File: src/rtl/regfile_wb_arbiter.sv
// Two-requester register-file writeback arbiter.
// Requester 0 is the ALU writeback and requester 1 is the load unit. A 1-bit
// round-robin pointer chooses the winner when both requesters want the single
// write port. The winning write reaches the register file one cycle later as a
// registered address/data/enable triple. A saturating counter records how many
// cycles had both requesters competing for the port.
module regfile_wb_arbiter #(
    parameter int DATA_W = 8,
    parameter int ADDR_W = 2
) (
    input  logic              clk,
    input  logic              reset_n,
    input  logic              hold,
    input  logic              req0_valid,
    input  logic [ADDR_W-1:0] req0_addr,
    input  logic [DATA_W-1:0] req0_data,
    output logic              req0_ready,
    input  logic              req1_valid,
    input  logic [ADDR_W-1:0] req1_addr,
    input  logic [DATA_W-1:0] req1_data,
    output logic              req1_ready,
    output logic [ADDR_W-1:0] wr_addr,
    output logic [DATA_W-1:0] wr_data,
    output logic              reg_wr_en,
    output logic              last_grant,
    output logic [7:0]        contention_cnt
);

    // Requester 0 occupies bit 0 and requester 1 occupies bit 1.
    logic [1:0]        valid_vec;
    logic [1:0]        ready_vec;

    // 0 means requester 0 wins the next contended cycle.
    logic              prio_reg;

    logic              xfer;
    logic              grant_idx;
    logic              contend;
    logic [ADDR_W-1:0] sel_addr;
    logic [DATA_W-1:0] sel_data;

    assign valid_vec = {req1_valid, req0_valid};

    // Each requester is ready when it is valid and the port is not frozen.
    // The requester must also be alone, or it must own the priority pointer.
    // The reset term keeps both readies low while reset is asserted.
    // No clock edge is needed for the readies to fall at reset.
    generate
        for (genvar gi = 0; gi < 2; gi++) begin : g_ready
            localparam logic MY_IDX = 1'(gi);
            assign ready_vec[gi] = reset_n & ~hold & valid_vec[gi]
                                 & (~valid_vec[1-gi] | (prio_reg == MY_IDX));
        end
    endgenerate

    assign req0_ready = ready_vec[0];
    assign req1_ready = ready_vec[1];

    // At most one ready bit can be high. The chosen index is therefore the
    // requester 1 bit.
    assign xfer      = |ready_vec;
    assign grant_idx = ready_vec[1];

    // Contention counts cycles where both requesters compete and the port is
    // not frozen. A same-address pair counts as contention like any other pair.
    assign contend = req0_valid & req1_valid & ~hold;

    // Select the winning address and data for the write register.
    always_comb begin
        sel_addr = req0_addr;
        sel_data = req0_data;
        if (ready_vec[1]) begin
            sel_addr = req1_addr;
            sel_data = req1_data;
        end
    end

    // The pointer moves to the loser after each transfer.
    // last_grant follows each transfer and holds otherwise.
    always_ff @(posedge clk or negedge reset_n) begin
        if (!reset_n) begin
            prio_reg   <= 1'b0;
            last_grant <= 1'b0;
        end else if (xfer) begin
            prio_reg   <= ~grant_idx;
            last_grant <= grant_idx;
        end
    end

    // The write-enable pulses for exactly one cycle after each transfer.
    // Address and data hold their old values between writes.
    always_ff @(posedge clk or negedge reset_n) begin
        if (!reset_n) begin
            reg_wr_en <= 1'b0;
            wr_addr   <= '0;
            wr_data   <= '0;
        end else begin
            reg_wr_en <= xfer;
            if (xfer) begin
                wr_addr <= sel_addr;
                wr_data <= sel_data;
            end
        end
    end

    // The contention counter saturates at 255 and never wraps.
    always_ff @(posedge clk or negedge reset_n) begin
        if (!reset_n) begin
            contention_cnt <= 8'd0;
        end else if (contend && (contention_cnt != 8'hFF)) begin
            contention_cnt <= contention_cnt + 8'd1;
        end
    end

endmodule

File: config.mk
export PLATFORM = sky130hd
export DESIGN_NAME = regfile_wb_arbiter
export DESIGN_NICKNAME = d
export VERILOG_FILES = /design/src/rtl/regfile_wb_arbiter.sv
export SDC_FILE = /design/constraint.sdc
export NUM_CORES = 1
export LEC_CHECK = 0
export CAP_MARGIN = 15
export CORE_AREA = 2 2 41 72
export CTS_CLUSTER_DIAMETER = 120
export DETAILED_ROUTE_END_ITERATION = 10
export DIE_AREA = 0 0 43 74
export GPL_TIMING_DRIVEN = 0
export HOLD_SLACK_MARGIN = 0.08
export PLACE_DENSITY = 0.81
export SETUP_SLACK_MARGIN = 0.3
export SLEW_MARGIN = 5
export SYNTH_ARGS = -nofsm -noshare
export SYNTH_HDL_FRONTEND = slang
export SYNTH_SLANG_ARGS = --single-unit
File: constraint.sdc
create_clock -name clk -period 2.9 [get_ports clk]
set_input_delay 0.435 -clock clk [delete_from_list [all_inputs] [get_ports clk]]
set_output_delay 0.435 -clock clk [all_outputs]
set_load 0.01 [all_outputs]
; Yosys cells after proc, flatten, opt, wreduce, memory -nomap -nowiden
; Index checks and enable logic that the tools add are counted.
[totals]
register_bits = 21
in_bits = 25
output_inout_bits = 22
word_cells = 26
[classes]
n_addsub = 1
eq_ne = 1
mux = 2
n_bitwise = 14
reduce_logical = 2
[op_table]
columns = op, count
row1 = adder 8 x 1 -> 8 bit (second input constant), 1
row2 = two-way mux 8 bit, 1
row3 = != test 8 bit (second input constant), 1
row4 = bitwise AND 1 bit, 7
row5 = NOT 1 bit, 5
row6 = two-way mux 2 bit, 1
row7 = OR 1 bit, 2
row8 = OR reduction 2 bit, 1
row9 = logical AND 1 bit, 1

; Longest topological paths before layout
; Gate-level depths: netlist of run 1.
[depth]
depth_word = 5
depth_mapped = 5
mapped_depth_nobuf = 4

; Worst setup path after synthesis of run 1
; No wires, ideal clock.
[synth_path]
path_kind = reg2reg
startpoint = reg contention_cnt[0]
endpoint = reg contention_cnt[1]
setup_ns = 0.125
t_arrival_ns = 1.362
t_required_ns = 2.775
path_slack_ns = 1.413
stages_incl_launch_ff = 5
n_path_buf = 0
period_less_slack_ns = 1.487
cell_sequence = dfrtp_1 > ha_1 > nand4_2 > o21ai_2 > mux2_4
[synth_between]
elab_chain_len = 2
word_cells_on_any_way = 3
cone_classes = 1 x add/sub / 1 x eq/ne / 1 x reduce/logical
[synth_lines]
columns = element, line_no
row1 = "start, declared", 26  ; output logic [7:0] contention_cnt
row2 = "start signal, assigned", 111  ; contention_cnt <= contention_cnt + 8'd1;
row3 = "parallel branches: the longest is 2 deep, another holds adder 8 x 1 -> 8 bit", -
; Parallel ways; which one is timed is not known.
; A chain may end at the register's enable or synchronous reset.

; Final worst setup path of run 1
[layout_path]
startpoint = in hold
endpoint = out req1_ready
[layout_between]
elab_chain_len = 4
[layout_lines]
columns = element, line_no
row1 = "start, declared", 13  ; input logic hold,
row2 = NOT 1 bit, 51  ; assign ready_vec[gi] = reset_n & ~hold & valid_vec[gi]
row3 = bitwise AND 1 bit (2 in a row), 51
row4 = bitwise AND 1 bit, 52  ; & (~valid_vec[1-gi] | (prio_reg == MY_IDX));
row5 = "end, declared", 21  ; output logic req1_ready,
; No other way between the ends.

==> results.yml, run 1 <==
synthesis:
  syn_area_per_cell_sq_um: 9.921
  ys_ff_latch: 21
  synthArstFlopShare_pct: 100.0
  netlist.top_cell.by_area: "dfrtp_1"
  seq_area_frac_synth_pct: 46.88
  syn_inst: 113
  synth_area_sq_um: 1121
  synth_fp_nets: 139
  yosys_warnings: 0
  yosysUniqueCellTypes: 37
  yosys.area.top_type_share_pct: 46.88
  synth_edf_count: 0
  ys_top_cells_by_area: "dfrtp_1, o311ai_1, nand4_1"
  synth_most_common_cell: "dfrtp_1"
  ys.flop_type: "dfrtp_1"
  synth.top_cells.by_count: "dfrtp_1, inv_1, o21ai_1"
timing:
  period_needed_ns: 2.562
  hold_viol_final: 0
  maxSlewHeadroom_pct: 33.58
  slew_viol_final: 0
  timing.hold.ws_ns: 0.5051
  rsz0062_at_grt: "false"
  setup_violations: 0
  tightest_slew_ns: 0.9931
  skew_ns: 0.004849
  max_freq_mhz: 390.3
  fin_crit_sh_pct: 88.34
cells_and_area:
  reg_top3: "contention_cnt x8, wr_data x8, wr_addr x2"
  antenna_cells: 0
  area_growth_pct: 48.88
  drive_gt1_share_pct: 10.37
  fin_cells: 191
  nets: 191
clocking:
  tritoncts: "done"
  cts_made_buffers: 3
  insertion_delay_ns: 0.26
  root_buffer: "clkbuf_8"
  htree_num_levels: 1
  clk_pin_slew_worst_paths_ns: 0.08
  postCtsSetupBuffers: 0
  clockBufferDepth: 2
  cts_sinks: 21
setup_path:
  crit_type: "primary input to primary output"
  crit_required_ns: 2.47
  crit_arrival_ns: 2.13
  crit_path_start_kind: "primary input"
  cp-end-kind: "primary output"
  cp_max_fo: 10
grt:
  grt-busiest-layer: "met2"
  grt_util_met1_pct: 18.83
  antenna_found_initial: 0
  grt_max_degree: 22
  grtUsageTotal_pct: 19.54
  grt_pass1_wl_mm: 4.643
  grt_pass1_vias: 1115
  grt_overflow: 0
  met3_usage_pct: 2.670
  met2_usage_pct: 37.88
power:
  p_leak_nw: 0.7090
  peakVddDrop_v: 0.0003145
  powerDensity_nw_per_um2: 595.6
placement:
  detailed_place_hpwl_mm: 2.149
  io_buffer_count: 46
  dp_cells: 186
  place.gp.congestion: 0.9268
floorplanning:
  dieHeight_um: 74
  ios: 47
  start_util_pct: 42.67
  rows: 25
  die_width_um: 43
  dieArea_sq_um: 3182
  core_sq_um: 2628
drt:
  vias_per_cell: 5.759
  vias: 1100
  wl_mm: 2.884
  wire_per_inst_um: 15.10
  drtIter0Drc: 25
  drt_first_pass_iters: 4
  drc_errors: 0
  ant_nets: 0
worst_hold_path:
  min-delay-path-class: "register to register"
job:
  max_cap_violations: 0
run_status:
  outcome: "completed"
==> layer usage <==
layer  part of all wire (%)  wire, um
met1                     38      1093
met2                     55      1580
met3                    4.6       133
met4                    2.6        76
met5                      0         0
==> metrics by stage <==
stage	worst slack, ns	TNS (ns)	utilization [%]	power, mW	cell area [sq um]
2_1_floorplan	1.413	0	-	0.5931	1121
3_3_place_gp	-0.5150	-0.8205	61.48	0.7937	1615
3_5_place_dp	-0.5414	-0.8721	61.48	0.8060	1615
4_1_cts	0.3417	0	63.52	1.000	1669
5_1_grt	0.3028	0	63.52	1.054	1669
6_report	0.3380	0	63.52	0.9942	1669
==> placed cells by master, fill, tap and decap left out, types with 2 or more instances in the layout <==
master / count
and3_1: 2
a21oi_1: 3
o2111a_1: 2
o21ai_1: 11
nand4_1: 10
a41oi_1: 2
nand3_1: 2
clkbuf_8: 3
inv_1: 11
dfrtp_1: 21
buf_2: 2
inv_2: 2
clkbuf_1: 2
o311ai_1: 10
clkdlybuf4s50_1: 45
nor2_1: 3
nand2b_1: 2
a31oi_1: 3
nand2_1: 5
==> final timing paths <==
check | from | endpoint | depth (start not counted) | slack [ns]
max reg2reg | contention_cnt[0] | contention_cnt[1] | 4 | 1.33
max in group asynchronous | reset_n | wr_data[3] | 2 | 1.41
min | wr_data[2] | wr_data[2] | 2 | 0.51
min reg2reg | wr_data[2] | wr_data[2] | 2 | 0.51
max | hold | req1_ready | 6 | 0.34
min in group asynchronous | reset_n | contention_cnt[5] | 2 | 0.89
==> kinds of logic (layout without fill, tap and decap cells) <==
family	Yosys count	count (layout)	share of synthesized area [%]
AOI/OAI and AO/OA	34	34	21.20
adders and majority gates	1	1	1.116
and+or+nand+nor	34	34	19.64
xor gates and xnor gates	1	1	0.7814
muxes	2	2	2.343
DFF	21	21	46.87
buffers and inverters	20	71	8.036
==> worst max-delay path, cell delays in order <==
cell	delay, ns
clkdlybuf4s50_1	0.46
nor2b_2	0.22
nand3_2	0.13
inv_2	0.09
buf_2	0.22
clkdlybuf4s50_1	0.58
==> layout make-up <==
type	instances	area [sq um]
buffer	7	41.29
clock buffer	3	41.29
clock inverter	1	5.005
fill	240	958.4
inverter	13	48.80
multi-input combinational	72	505.5
sequential	21	525.5
tap	27	33.78
timing repair buffer	47	467.9
==> what timing repair did <==
item                       4_1_cts  5_1_grt
hold endpoints to repair        21        0
resized for setup                6        0
hold buffers                     1        0
setup endpoints to repair        2        0
==> power breakdown <==
part | internal [mW] | switching (mW)
registers | 0.359 | 0.0795
logic | 0.210 | 0.153
clock network | 0.0957 | 0.0967
Note: power is estimated with default switching activity, not from simulation.
==> inputs of run 2 (changes only) <==
SLEW_MARGIN = 30   (was 5)
==> run 2 against run 1 <==
Clock power barely moved. Final cell count unchanged. Routed wire length decreased by 1.3%. Clock-buffer cell count unchanged. Power shrank 0.11%.
==> results.yml, run 2 (synthesis results as in run 1) <==
run_status:
  outcome: "completed"
power:
  peakVddDrop_v: 0.0003182
  switching_share_pct: 33.09
  fin_total_pwr_mw: 0.9931
  power_frac_seq_pct: 44.0
  pwr-share-comb_pct: 36.5
  powerDensity_nw_per_um2: 596.8
  p_sw_mw: 0.3286
  p_int_mw: 0.6644
  clockPowerShare_pct: 19.5
  p_leak_nw: 0.7087
drt:
  drt_first_pass_iters: 4
  vias_per_cell: 5.702
  drtIter0Drc: 25
  wire_per_inst_um: 14.91
  wl_mm: 2.847
  ant_nets: 0
  drc_errors: 0
  vias: 1089
setup_path:
  cp-end-kind: "primary output"
  cpMaxStageDelayCell: "clkdlybuf4s50_1"
  crit_required_ns: 2.47
  crit_type: "primary input to primary output"
  crit_arrival_ns: 2.11
  max_stage_delay_ns: 0.57
  worstPathCellList: "clkdlybuf4s50_1 > nor2b_2 > nand3_2 > inv_2 > buf_2 > clkdlybuf4s50_1"
  cp_max_fo: 10
  crit_path_start_kind: "primary input"
  cp_common_cell: "clkdlybuf4s50_1"
timing:
  rsz0062_at_grt: "false"
  max_freq_mhz: 392.2
  maxSlewHeadroom_pct: 54.27
  period_needed_ns: 2.550
  skew_ns: 0.006889
  setup_violations: 0
  hold_viol_final: 0
  setup_ws_ns: 0.3505
  tightest_slew_ns: 0.6834
  slew_viol_final: 0
  fin_crit_sh_pct: 87.92
job:
  max_cap_violations: 0
cells_and_area:
  nets: 191
  final-seq-area_sq_um: 525.5
  drive_gt1_share_pct: 10.98
  finalCoreUtilization_pct: 63.33
  multiInputGateArea_sq_um: 505.5
  final_cell_area_sq_um: 1664
  final_cell_mix: "clkdlybuf4s50_1, dfrtp_1, inv_1, o21ai_1"
  reg_top3: "contention_cnt x8, wr_data x8, wr_addr x2"
  antenna_cells: 0
  area_growth_pct: 48.44
  mostFrequentLayoutCell: "clkdlybuf4s50_1"
  nFillCells: 241
  fin_cells: 191
clocking:
  clockBufferDepth: 2
  insertion_delay_ns: 0.26
  tritoncts: "done"
  root_buffer: "clkbuf_8"
  cts_made_buffers: 3
  cts_sinks: 21
  htree_num_levels: 1
  postCtsSetupBuffers: 0
  clk_pin_slew_worst_paths_ns: 0.08
placement:
  dp_cells: 186
  io_buffer_count: 46
  detailed_place_hpwl_mm: 2.142
  place_area_sq_um: 1610
  place.gp.congestion: 0.9268
  place_ws_ns: 0.2677
floorplanning:
  dieHeight_um: 74
  rows: 25
  dieArea_sq_um: 3182
  start_util_pct: 42.67
  core_sq_um: 2628
  die_width_um: 43
  ios: 47
grt:
  grt_pass1_vias: 1122
  grtUsageTotal_pct: 19.39
  grt_max_degree: 22
  antenna_found_initial: 0
  grt_pass1_wl_mm: 4.602
  grt_overflow: 0
worst_hold_path:
  min-delay-path-class: "primary input to async pin"
run 2: final timing paths:
kind,end,slack (ns),depth (start not counted),startpoint
max in group asynchronous,wr_data[7],2.33,2,reset_n
min reg2reg,wr_data[2],0.51,2,wr_data[2]
min,contention_cnt[5],0.24,2,reset_n
max,req1_ready,0.35,6,hold
min in group clk,wr_data[2],0.51,2,wr_data[2]
max reg2reg,contention_cnt[1],1.33,4,contention_cnt[0]
run 2: power by group through the flow:
stage,sequential (mW),combinational (mW),clock [mW]
2_1_floorplan,0.458,0.135,0
3_3_place_gp,0.436,0.358,0
3_5_place_dp,0.440,0.365,0
4_1_cts,0.435,0.367,0.196
5_1_grt,0.448,0.392,0.212
6_report,0.437,0.363,0.194
run 2: per-layer routing:
layer / global-route usage [%] / wire [um] / vias to the layer above
met2: 37.71 / 1602 / 41
met3: 2.670 / 131 / 4
met5: 0 / 0 / -
li1: - / - / 526
met4: 12.46 / 55 / 0
met1: 18.21 / 1058 / 518
run 2: what timing repair did:
item	4_1_cts	5_1_grt
hold buffers	1	0
setup endpoints to repair	1	0
gates resized for setup	1	0
hold endpoints to repair	21	0
run 2: critical path, delay by kind of cell:
family	cells	cell delay, ns
buf+inv	4	1.33
simple gates	2	0.34
run 2: area by class of cell:
| class | instances | area share, % |
|---|---|---|
| Inverter | 13 | 2.932 |
| Clock buffer | 3 | 2.481 |
| Clock inverter | 1 | 0.3008 |
| Buffer | 7 | 2.481 |
| Multi-Input combinational cell | 72 | 30.38 |
| Sequential cell | 21 | 31.58 |
| Tap cell | 27 | 2.030 |
| Timing Repair Buffer | 47 | 27.82 |
run 2: per-stage QoR:
stage	TNS [ns]	hold slack [ns]
floorplan	0	0.1394
global placement	-0.8205	0.4790
detailed placement	0	0.4381
CTS	0	0.5100
global route	0	0.2730
finish	0	0.2354
